--- config.mk ---
export PLATFORM = sky130hd
export DESIGN_NAME = muldiv_unit_flat
export DESIGN_NICKNAME = d
export VERILOG_FILES = /design/src/rtl/muldiv_pkg.sv /design/src/rtl/muldiv_if.sv /design/src/rtl/muldiv_ctrl.sv /design/src/rtl/muldiv_unit.sv /design/src/flat_wrapper.sv
export SDC_FILE = /design/constraint.sdc
export NUM_CORES = 1
export LEC_CHECK = 0
export ABC_AREA = 1
export BUFFER_PORTS_ARGS = -buffer_cell sky130_fd_sc_hd__buf_4
export CORE_MARGIN = 4
export CORE_UTILIZATION = 30
export DETAILED_ROUTE_END_ITERATION = 8
export GPL_TIMING_DRIVEN = 0
export HOLD_SLACK_MARGIN = 0.03
export PLACE_DENSITY_LB_ADDON = 0.08
export SETUP_SLACK_MARGIN = 0.5
export SYNTH_ARGS = -nofsm -noshare
export SYNTH_HDL_FRONTEND = slang
export SYNTH_SLANG_ARGS = --single-unit
--- constraint.sdc ---
create_clock -name clk -period 2.45 [get_ports clk]
set_input_delay 0.1225 -clock clk [delete_from_list [all_inputs] [get_ports clk]]
set_output_delay 0.1225 -clock clk [all_outputs]
set_load 0.02 [all_outputs]
--- src/rtl/muldiv_pkg.sv ---
// muldiv_pkg: shared encodings and constants for the iterative multiply/divide unit.
// Build option: MULDIV_DIV_EN enables the divide datapath (see muldiv_unit).
package muldiv_pkg;

   typedef enum logic [1:0] {
      OP_MUL   = 2'b00,
      OP_MULHU = 2'b01,
      OP_DIVU  = 2'b10,
      OP_REMU  = 2'b11
   } op_e;

   typedef enum logic [1:0] {
      S_IDLE = 2'b00,
      S_RUN  = 2'b01,
      S_DONE = 2'b10
   } state_e;

   localparam int unsigned ITER_COUNT = 32;
   localparam int unsigned CNT_W      = 6;

   function automatic logic is_div(op_e op);
      return (op == OP_DIVU) || (op == OP_REMU);
   endfunction

endpackage

--- src/rtl/muldiv_if.sv ---
// muldiv_if: request/response bundle between the ALU and the multiply/divide unit.
interface muldiv_if #(
   parameter int unsigned WIDTH = 32
);
   logic             start;
   logic [1:0]       op;
   logic [WIDTH-1:0] a;
   logic [WIDTH-1:0] b;
   logic             busy;
   logic             done;
   logic [WIDTH-1:0] result;

   modport master (
      output start, op, a, b,
      input  busy, done, result
   );

   modport slave (
      input  start, op, a, b,
      output busy, done, result
   );
endinterface

--- src/rtl/muldiv_ctrl.sv ---
// muldiv_ctrl: IDLE/RUN/DONE sequencing, 6-bit iteration counter, registered busy/done.
module muldiv_ctrl
   import muldiv_pkg::*;
(
   input  logic clk_i,
   input  logic rst_ni,
   input  logic start_i,
   output logic accept_o,
   output logic step_o,
   output logic finish_o,
   output logic busy_o,
   output logic done_o
);

   localparam logic [CNT_W-1:0] LAST_CNT = CNT_W'(ITER_COUNT);

   state_e           state_q;
   logic [CNT_W-1:0] cnt_q;
   logic             busy_q;
   logic             done_q;

   // The counter runs 0..32: 32 iteration cycles, then one cycle that hands off to DONE.
   assign accept_o = start_i && (state_q != S_RUN);
   assign step_o   = (state_q == S_RUN) && (cnt_q != LAST_CNT);
   assign finish_o = (state_q == S_RUN) && (cnt_q == LAST_CNT);
   assign busy_o   = busy_q;
   assign done_o   = done_q;

   // State, counter and registered busy/done flags advance together.
   always_ff @(posedge clk_i) begin
      if (!rst_ni) begin
         state_q <= S_IDLE;
         cnt_q   <= '0;
         busy_q  <= 1'b0;
         done_q  <= 1'b0;
      end else begin
         case (state_q)
            S_IDLE: begin
               if (start_i) begin
                  state_q <= S_RUN;
                  cnt_q   <= '0;
                  busy_q  <= 1'b1;
               end
            end
            S_RUN: begin
               if (cnt_q == LAST_CNT) begin
                  state_q <= S_DONE;
                  busy_q  <= 1'b0;
                  done_q  <= 1'b1;
               end else begin
                  cnt_q <= cnt_q + 1'b1;
               end
            end
            S_DONE: begin
               done_q <= 1'b0;
               if (start_i) begin
                  state_q <= S_RUN;
                  cnt_q   <= '0;
                  busy_q  <= 1'b1;
               end else begin
                  state_q <= S_IDLE;
               end
            end
            default: begin
               state_q <= S_IDLE;
               busy_q  <= 1'b0;
               done_q  <= 1'b0;
            end
         endcase
      end
   end

endmodule

--- src/rtl/muldiv_unit.sv ---
// muldiv_unit: 32-iteration shift-add multiplier and restoring divider sharing one hi:lo register pair.
// Build option: define MULDIV_DIV_EN to include the divide datapath; otherwise DIVU/REMU return 0
// with unchanged handshake and latency.
module muldiv_unit
   import muldiv_pkg::*;
#(
   parameter int unsigned WIDTH = 32
) (
   input  logic     clk,
   input  logic     rst_n,
   muldiv_if.slave  bus
);

   op_e              op_q;
   logic [WIDTH-1:0] b_q;
   logic [WIDTH-1:0] hi_q, hi_d;
   logic [WIDTH-1:0] lo_q, lo_d;
   logic [WIDTH-1:0] res_q, res_d;
   logic [WIDTH:0]   sum;
`ifdef MULDIV_DIV_EN
   logic [WIDTH:0]   trial;
   logic [WIDTH:0]   diff;
`endif

   logic accept, step, finish, busy, done;

   muldiv_ctrl u_ctrl (
      .clk_i    (clk),
      .rst_ni   (rst_n),
      .start_i  (bus.start),
      .accept_o (accept),
      .step_o   (step),
      .finish_o (finish),
      .busy_o   (busy),
      .done_o   (done)
   );

   assign bus.busy   = busy;
   assign bus.done   = done;
   assign bus.result = res_q;

   // One iteration: lo holds a (multiplier bits / dividend bits), b_q is addend or divisor.
   always_comb begin
      hi_d = hi_q;
      lo_d = lo_q;
      sum  = '0;
`ifdef MULDIV_DIV_EN
      trial = {hi_q, lo_q[WIDTH-1]};
      diff  = trial - {1'b0, b_q};
      if (is_div(op_q)) begin
         if (trial >= {1'b0, b_q}) begin
            hi_d = diff[WIDTH-1:0];
            lo_d = {lo_q[WIDTH-2:0], 1'b1};
         end else begin
            hi_d = trial[WIDTH-1:0];
            lo_d = {lo_q[WIDTH-2:0], 1'b0};
         end
      end else begin
`else
      begin
`endif
         sum  = {1'b0, hi_q} + (lo_q[0] ? {1'b0, b_q} : '0);
         hi_d = sum[WIDTH:1];
         lo_d = {sum[0], lo_q[WIDTH-1:1]};
      end
   end

   // Pick the half of hi:lo that the latched op asks for.
   always_comb begin
      res_d = '0;
      case (op_q)
         OP_MUL:   res_d = lo_q;
         OP_MULHU: res_d = hi_q;
`ifdef MULDIV_DIV_EN
         OP_DIVU:  res_d = lo_q;
         OP_REMU:  res_d = hi_q;
`endif
         default:  res_d = '0;
      endcase
   end

   // Latch on accept, iterate while counting, capture the result on the hand-off to DONE.
   always_ff @(posedge clk) begin
      if (!rst_n) begin
         op_q  <= OP_MUL;
         b_q   <= '0;
         hi_q  <= '0;
         lo_q  <= '0;
         res_q <= '0;
      end else if (accept) begin
         op_q <= op_e'(bus.op);
         b_q  <= bus.b;
         hi_q <= '0;
         lo_q <= bus.a;
      end else if (step) begin
         hi_q <= hi_d;
         lo_q <= lo_d;
      end else if (finish) begin
         res_q <= res_d;
      end
   end

endmodule

--- src/flat_wrapper.sv ---
// flat-port wrapper written by rule: the top's interface ports become plain ports
module muldiv_unit_flat import muldiv_pkg::*;
#(
   parameter int unsigned WIDTH = 32
)
  (clk, rst_n, bus_start, bus_op, bus_a, bus_b, bus_busy, bus_done, bus_result);
  muldiv_if #(.WIDTH(WIDTH)) bus_i ();
  input  logic clk;
  input  logic rst_n;
  input wire logic [$bits(bus_i.start)-1:0] bus_start;
  input wire logic [$bits(bus_i.op)-1:0] bus_op;
  input wire logic [$bits(bus_i.a)-1:0] bus_a;
  input wire logic [$bits(bus_i.b)-1:0] bus_b;
  output wire logic [$bits(bus_i.busy)-1:0] bus_busy;
  output wire logic [$bits(bus_i.done)-1:0] bus_done;
  output wire logic [$bits(bus_i.result)-1:0] bus_result;
  assign bus_i.start = bus_start;
  assign bus_i.op = bus_op;
  assign bus_i.a = bus_a;
  assign bus_i.b = bus_b;
  assign bus_busy = bus_i.busy;
  assign bus_done = bus_i.done;
  assign bus_result = bus_i.result;
  muldiv_unit #(.WIDTH(WIDTH)) u_core (.clk(clk), .rst_n(rst_n), .bus(bus_i));
endmodule
==> results of run 1 <==
-- power by group --
| part | switching [uW] | internal, uW | total [uW] | leakage [uW] |
|---|---|---|---|---|
| Combinational | 621 | 497 | 1120 | 0.00438 |
| Clock | 1180 | 1330 | 2510 | 0.000265 |
| Sequential | 127 | 2400 | 2520 | 0.00115 |
| Total | 1930 | 4220 | 6160 | 0.00579 |
-- cells by family after synthesis --
logic type / Yosys count / synth area share
buffers and inverters: 253 / 0.132
DFF: 140 / 0.330
adders and majority gates: 35 / 0.0524
xor gates and xnor gates: 15 / 0.0155
and+or+nand+nor: 639 / 0.318
AOI/OAI and AO/OA: 205 / 0.153
-- per-stage QoR --
stage	hold WS, ps	worst slack, ps	area [sq um]	std cells
global placement	346	-142	9800	1767
detailed placement	352	-171	9800	1767
floorplan	257	473	8570	1287
finish	49.9	254	12200	1882
global route	61.4	170	12200	1882
CTS	36.2	275	11800	1872
-- worst register-to-register path: stages (launching register included) --
cell       delay, ps
dfxtp_2          330
clkbuf_16        170
clkbuf_16        180
nand2_4           60
inv_4             40
ha_4             150
fa_2             370
nand3_2          110
nand3_4          100
nand3_2          100
nand3_4          110
nand2_4          100
nand2_2           40
nand2_1           60
nand3_1           70
nand2_1           80
inv_1             30
-- cell usage after synthesis (12+ instances only) --
library cell  instances
nand2_2              14
o21ai_0              57
ha_1                 34
o21ai_1              28
a21oi_1              49
nand3_1             109
clkbuf_1             29
dfxtp_1             140
a22oi_2              13
a31oi_2              13
buf_2                13
a31oi_1              33
inv_1               188
nand2_1             322
xor2_1               12
nor2_1              170
-- registers in the layout, indices dropped and copies added, names as in the netlist --
name and cells:
u_core.op_q 2, u_core.u_ctrl.state_q 2, u_core.bus.result 32, u_core.lo_q 32, u_core.u_ctrl.cnt_q 6, u_core.b_q 32
u_core.hi_q 32, u_core.u_ctrl.busy_o 1, u_core.u_ctrl.done_o 1
-- timing repair --
action / in CTS / in global routing
pin swaps: 27 / 38
hold buffers: 61 / 0
resized for setup: 158 / 108
endpoints found under the hold margin: 61 / 0
endpoints found under the setup margin: 28 / 30
buffers inserted: 10 / 10
gates cloned: 2 / 0
-- layout make-up --
type / count / area, sq um
fill: 2883 / 15600
multi-input combinational: 894 / 5610
sequential: 140 / 2800
timing repair buffer: 185 / 1590
inverter: 192 / 736
buffer: 61 / 479
tap: 378 / 473
clock buffer: 17 / 425
clock inverter: 15 / 129
-- final timing paths --
kind                   startpoint              endpoint  slack (ps)  depth (start not counted)
min                     bus_a[17]       u_core.lo_q[17]          50                          3
max                u_core.lo_q[0]       u_core.hi_q[27]         250                         16
min reg2reg  u_core.u_ctrl.done_o  u_core.u_ctrl.done_o         470                          2
max reg2reg        u_core.lo_q[0]       u_core.hi_q[27]         250                         16
-- routing by layer --
layer / vias to the layer above / track usage / routed length (um)
li1: 4510 / - / -
met1: 4110 / 0.274 / 15200
met2: 159 / 0.339 / 14900
met3: 31 / 0.0266 / 970
met4: 0 / 0.0471 / 452
met5: - / 0 / 0
==> summary.md, run 1 <==
| Metric | Value |
|---|---|
| Die area | `31100 sq um` |
| Outcome | `complete, no violations` |
| CTS buffer count | `17` |
| Hold Violations, Final | `0` |
| Peak VDD IR | `500 uV` |
| Clk slew on worst S/H paths | `60 ps` |
| Die height | `176 um` |
| YS warnings | `0` |
| Setup TNS | `0 ps` |
| Total GRT Usage | `0.201` |
| Post-Syn Area | `8490 sq um` |
| Layout cells sized above 1 | `0.299` |
| Vias in the first global route | `8732` |
| F_max | `455 MHz` |
| Worst Hold Class | `primary input to flop` |
| Max-cap violations | `0` |
| CP required | `2780 ps` |
| Rows | `61` |
| DRC | `0` |
| Buf/Inv on CP | `4` |
| Synth Flop Type | `dfxtp_1` |
| Gate Count Post-Synth | `1287` |
| Core Region | `27900 sq um` |
| Area leader, netlist | `dfxtp_1` |
| Fin crit share | `0.896` |
| Worst Skew | `15.1 ps` |
| Global-route wire length before repair | `48.7 mm` |
| Initial Utilization | `0.305` |
| Pre-antenna DRT Iters | `5` |
| Cell family with most CP delay | `simple AND/OR/NAND/NOR gates` |
| Detailed Route Iter0 Violations | `459` |
| Htree depth | `4` |
| Hpwl dp | `23.5 mm` |
| Final Max Slew Viols | `0` |
| Synth top area share | `0.330` |
| Area growth, synth to finish | `44.1%` |
| Synth top area cells | `dfxtp_1, nand2_1, inv_1` |
| Sequential area share after synthesis | `0.330` |
| Initial antenna violation count | `0` |
| Crit path time final | `2200 ps` |
| Die width | `176 um` |
| Buffers on Ports | `102` |
| IO Pins | `103` |
| Max clock buf depth | `2` |
| Final setup fails | `0` |
| Syn Nets | `1391` |
| Slowest stage delay, CP | `370 ps` |
| P per Cell Area | `503 nW/um^2` |
| Root Driver | `clkbuf_16` |
| Nets | `1595` |
| CTS tree | `yes` |
| DR vias | `8810` |
| Critical Path AT | `2520 ps` |
| RSZ-0062 raised after global routing | `yes` |
| WL final | `31.4 mm` |
| Core Util, Final | `0.439` |
| Cells along the critical path | `clkbuf_16 > clkbuf_16 > nand2_4 > inv_4 > ha_4 > fa_2 > nand3_2 > nand3_4 > nand3_2 > nand3_4 > nand2_4 > nand2_2 > nand2_1 > nand3_1 > nand2_1 > inv_1` |
| Number of distinct library cells after synthesis | `41` |
| Antenna cells | `0` |
| Type of origin of the critical path | `flop` |
| Async S/R FF share, synth | `0` |
| Vias/cell | `4.68` |
| Flops & latches, synth | `140` |
| Total grt overflow | `0` |
| CP max FO | `8` |
| Max-slew headroom | `0.405` |
| Slew @ Worst Pin | `892 ps` |
| Syn Area/Cell | `6.60 sq um` |
| Number of flops mapped to enable cells by yosys | `0` |
| Leak | `0.00579 uW` |
| Clk_lat worst skew | `430 ps` |
| CP endpoint kind | `flop` |
| RePlAce Congestion | `0.895` |
| Slowest CP cell | `fa_2` |
| Total power | `6160 uW` |
| Clock sinks | `140` |
| Largest net degree at the start of global routing | `17` |
| Routed WL per cell | `16.7 um` |
| Commonest non-fill, non-tap cell in the layout | `nand2_1` |
| Commonest cells after routing, fill and taps aside | `nand2_1, inv_1, nor2_1` |
| CP Class | `flop to flop` |
| Routed Antenna Nets | `0` |
No activity file was read; power rests on OpenSTA's default activity.
==> inputs of run 2 (changes only) <==
Settings changed: CORE_ASPECT_RATIO set to 2.
==> run 2 against run 1 <==
Net effect: sequential cell count unchanged; combinational power about the same; routed wire length increased by 1.5%; non-clock buffer count increased by 1; critical endpoint unchanged; largest power group is now the clock network; critical path depth unchanged; via count decreased by 1.1%; first-iteration DRC count decreased by 11%; die area increased by 0.53%; clock power increased by 17%.
==> summary.md, run 2 (synthesized netlist as in run 1, its figures left out) <==
| Metric | Value |
|---|---|
| Outcome | `complete, no violations` |
| Crit path time final | `2240 ps (+45.9 ps)` |
| Buffers on Ports | `102 (unchanged)` |
| Final setup fails | `0 (unchanged)` |
| Area taken by multi-input logic gates | `5640 sq um (+0.60%)` |
| Slowest CP cell | `fa_2` |
| Peak VDD IR | `549 uV (+9.8%)` |
| Routed WL per cell | `17.2 um (+2.9%)` |
| Filler cells | `2927 (+1.5%)` |
| Worst Skew | `8.67 ps (-6.42 ps)` |
| Max-cap violations | `0 (unchanged)` |
| Total grt overflow | `0 (unchanged)` |
| Final Max Slew Viols | `0 (unchanged)` |
| RSZ-0062 raised after global routing | `yes` |
| Die width | `127 um (-28%)` |
| CP endpoint kind | `flop` |
| Area growth, synth to finish | `45.2%` |
| F_max | `446 MHz (-2.0%)` |
| Critical path endpoint | `u_core.hi_q[27]` |
| CP required | `2800 ps (+20 ps)` |
| CTS buffer count | `17 (unchanged)` |
| Nets | `1596 (+0.063%)` |
| Hold_ws | `162 ps (+112 ps)` |
| Die height | `246 um (+40%)` |
| Global-route wire length before repair | `50.2 mm (+3.0%)` |
| Clk slew on worst S/H paths | `60 ps (about the same)` |
| Cells along the critical path | `clkbuf_16 > clkbuf_16 > nand2_4 > inv_2 > ha_4 > fa_2 > nand3_2 > nand3_4 > nand3_4 > nand3_4 > nand2_4 > nand2_2 > nand2_1 > nand3_1 > nand2_1 > inv_1` |
| Rows | `86 (+41%)` |
| Hpwl dp | `25.0 mm (+6.4%)` |
| Commonest cells after routing, fill and taps aside | `nand2_1, inv_1, nor2_1` |
| Reg-to-reg slack, setup | `210 ps (-50 ps)` |
| Worst Hold Class | `primary input to flop` |
| R2R Path End | `u_core.hi_q[27]` |
| DR vias | `8712 (-1.1%)` |
| Commonest non-fill, non-tap cell in the layout | `nand2_1` |
| CP Class | `flop to flop` |
| CP dominant cell by count | `nand3_4` |
| Pre-antenna DRT Iters | `5 (unchanged)` |
| Setup TNS | `0 ps (unchanged)` |
| Max clock buf depth | `2 (unchanged)` |
| Reg area | `2800 sq um (unchanged)` |
| Total GRT Usage | `0.210 (+0.00890)` |
| CP max FO | `8 (unchanged)` |
| Root Driver | `clkbuf_16` |
| Antenna cells | `0 (unchanged)` |
| DRC | `0 (unchanged)` |
| IO Pins | `103 (unchanged)` |
| Fin crit share | `0.915 (+0.0187)` |
| Vias in the first global route | `9155 (+4.8%)` |
| P per Cell Area | `533 nW/um^2 (+6.0%)` |
| Type of origin of the critical path | `flop` |
| Clock sinks | `140 (unchanged)` |
| Reg-to-Reg Start | `u_core.lo_q[0]` |
| Layout cells sized above 1 | `0.292 (-0.00751)` |
| Routed Antenna Nets | `0 (unchanged)` |
| Vias/cell | `4.69 (+0.22%)` |
| Slew @ Worst Pin | `833 ps (-59.2 ps)` |
| Clk_lat worst skew | `450 ps (+20 ps)` |
| Die area | `31200 sq um (+0.53%)` |
| Slowest stage delay, CP | `400 ps (+30 ps)` |
| Htree depth | `4 (unchanged)` |
| Initial Utilization | `0.306 (+0.00106)` |
| R2R depth | `16 (unchanged)` |
| Core Region | `27800 sq um (-0.35%)` |
| Initial antenna violation count | `0 (unchanged)` |
| CTS tree | `yes` |
| WL final | `31.9 mm (+1.5%)` |
| Leak | `0.00587 uW (+1.4%)` |
| Crit. Startpoint | `u_core.lo_q[0]` |
| Hold Violations, Final | `0 (unchanged)` |
| Critical Path AT | `2590 ps (+70 ps)` |
| Detailed Route Iter0 Violations | `410 (-11%)` |
| RePlAce Congestion | `0.918 (+2.6%)` |
| Max-slew headroom | `0.445 (+0.0394)` |
| Largest net degree at the start of global routing | `17 (unchanged)` |
==> run 2: stage by stage <==
step	instance area, sq um	instances	power [uW]	setup slack [ps]	utilization
floorplan	8570	1287	3100	473	-
global placement	9770	1741	3450	-258	0.352
detailed placement	9770	1741	3450	-264	0.352
CTS	12200	1854	6640	242	0.439
global route	12300	1857	6840	122	0.444
finish	12300	1857	6570	208	0.444
==> run 2: what timing repair did <==
action	CTS	global route
cloned	2	0
hold buffers	66	0
endpoints found under the hold margin	66	0
setup buffers	13	3
setup endpoints to repair	28	29
pin swaps	52	16
resized for setup	224	37
==> run 2: how the worst min path moves through the flow <==
stage,from,cells after the start,slack [ps],to
after floorplan,bus_b[10],2,260,u_core.b_q[10]
after global placement,bus_b[28],3,340,u_core.b_q[28]
after detailed placement,bus_b[22],3,350,u_core.b_q[22]
after CTS,rst_n,5,150,u_core.hi_q[0]
after global routing,rst_n,5,190,u_core.hi_q[0]
final,rst_n,5,160,u_core.hi_q[0]
==> run 2: power breakdown <==
group | internal (uW) | total, uW | switching, uW
clock | 1840 | 2940 | 1100
combinational | 495 | 1120 | 621
sequential | 2400 | 2510 | 116
==> run 2: layout make-up <==
| class | instances | area share |
|---|---|---|
| Multi-Input combinational cell | 894 | 0.457 |
| Sequential cell | 140 | 0.227 |
| Timing Repair Buffer | 186 | 0.130 |
| Inverter | 192 | 0.0588 |
| Buffer | 61 | 0.0379 |
| Clock buffer | 19 | 0.0359 |
| Tap cell | 352 | 0.0357 |
| Clock inverter | 13 | 0.0173 |
==> run 2: critical path: cells and delay by family, from the launching register on <==
kind,cells,cell delay [ps]
buf+inv,4,400
flops,1,320
fa+ha+maj,2,560
simple gates,10,850
==> run 2: per-layer routing <==
metal	global-route usage	part of all wire	vias up
met4	0.0948	0.040	0
met3	0.0276	0.026	55
li1	-	-	4508
met5	0	0	-
met1	0.206	0.36	3987
met2	0.423	0.57	162
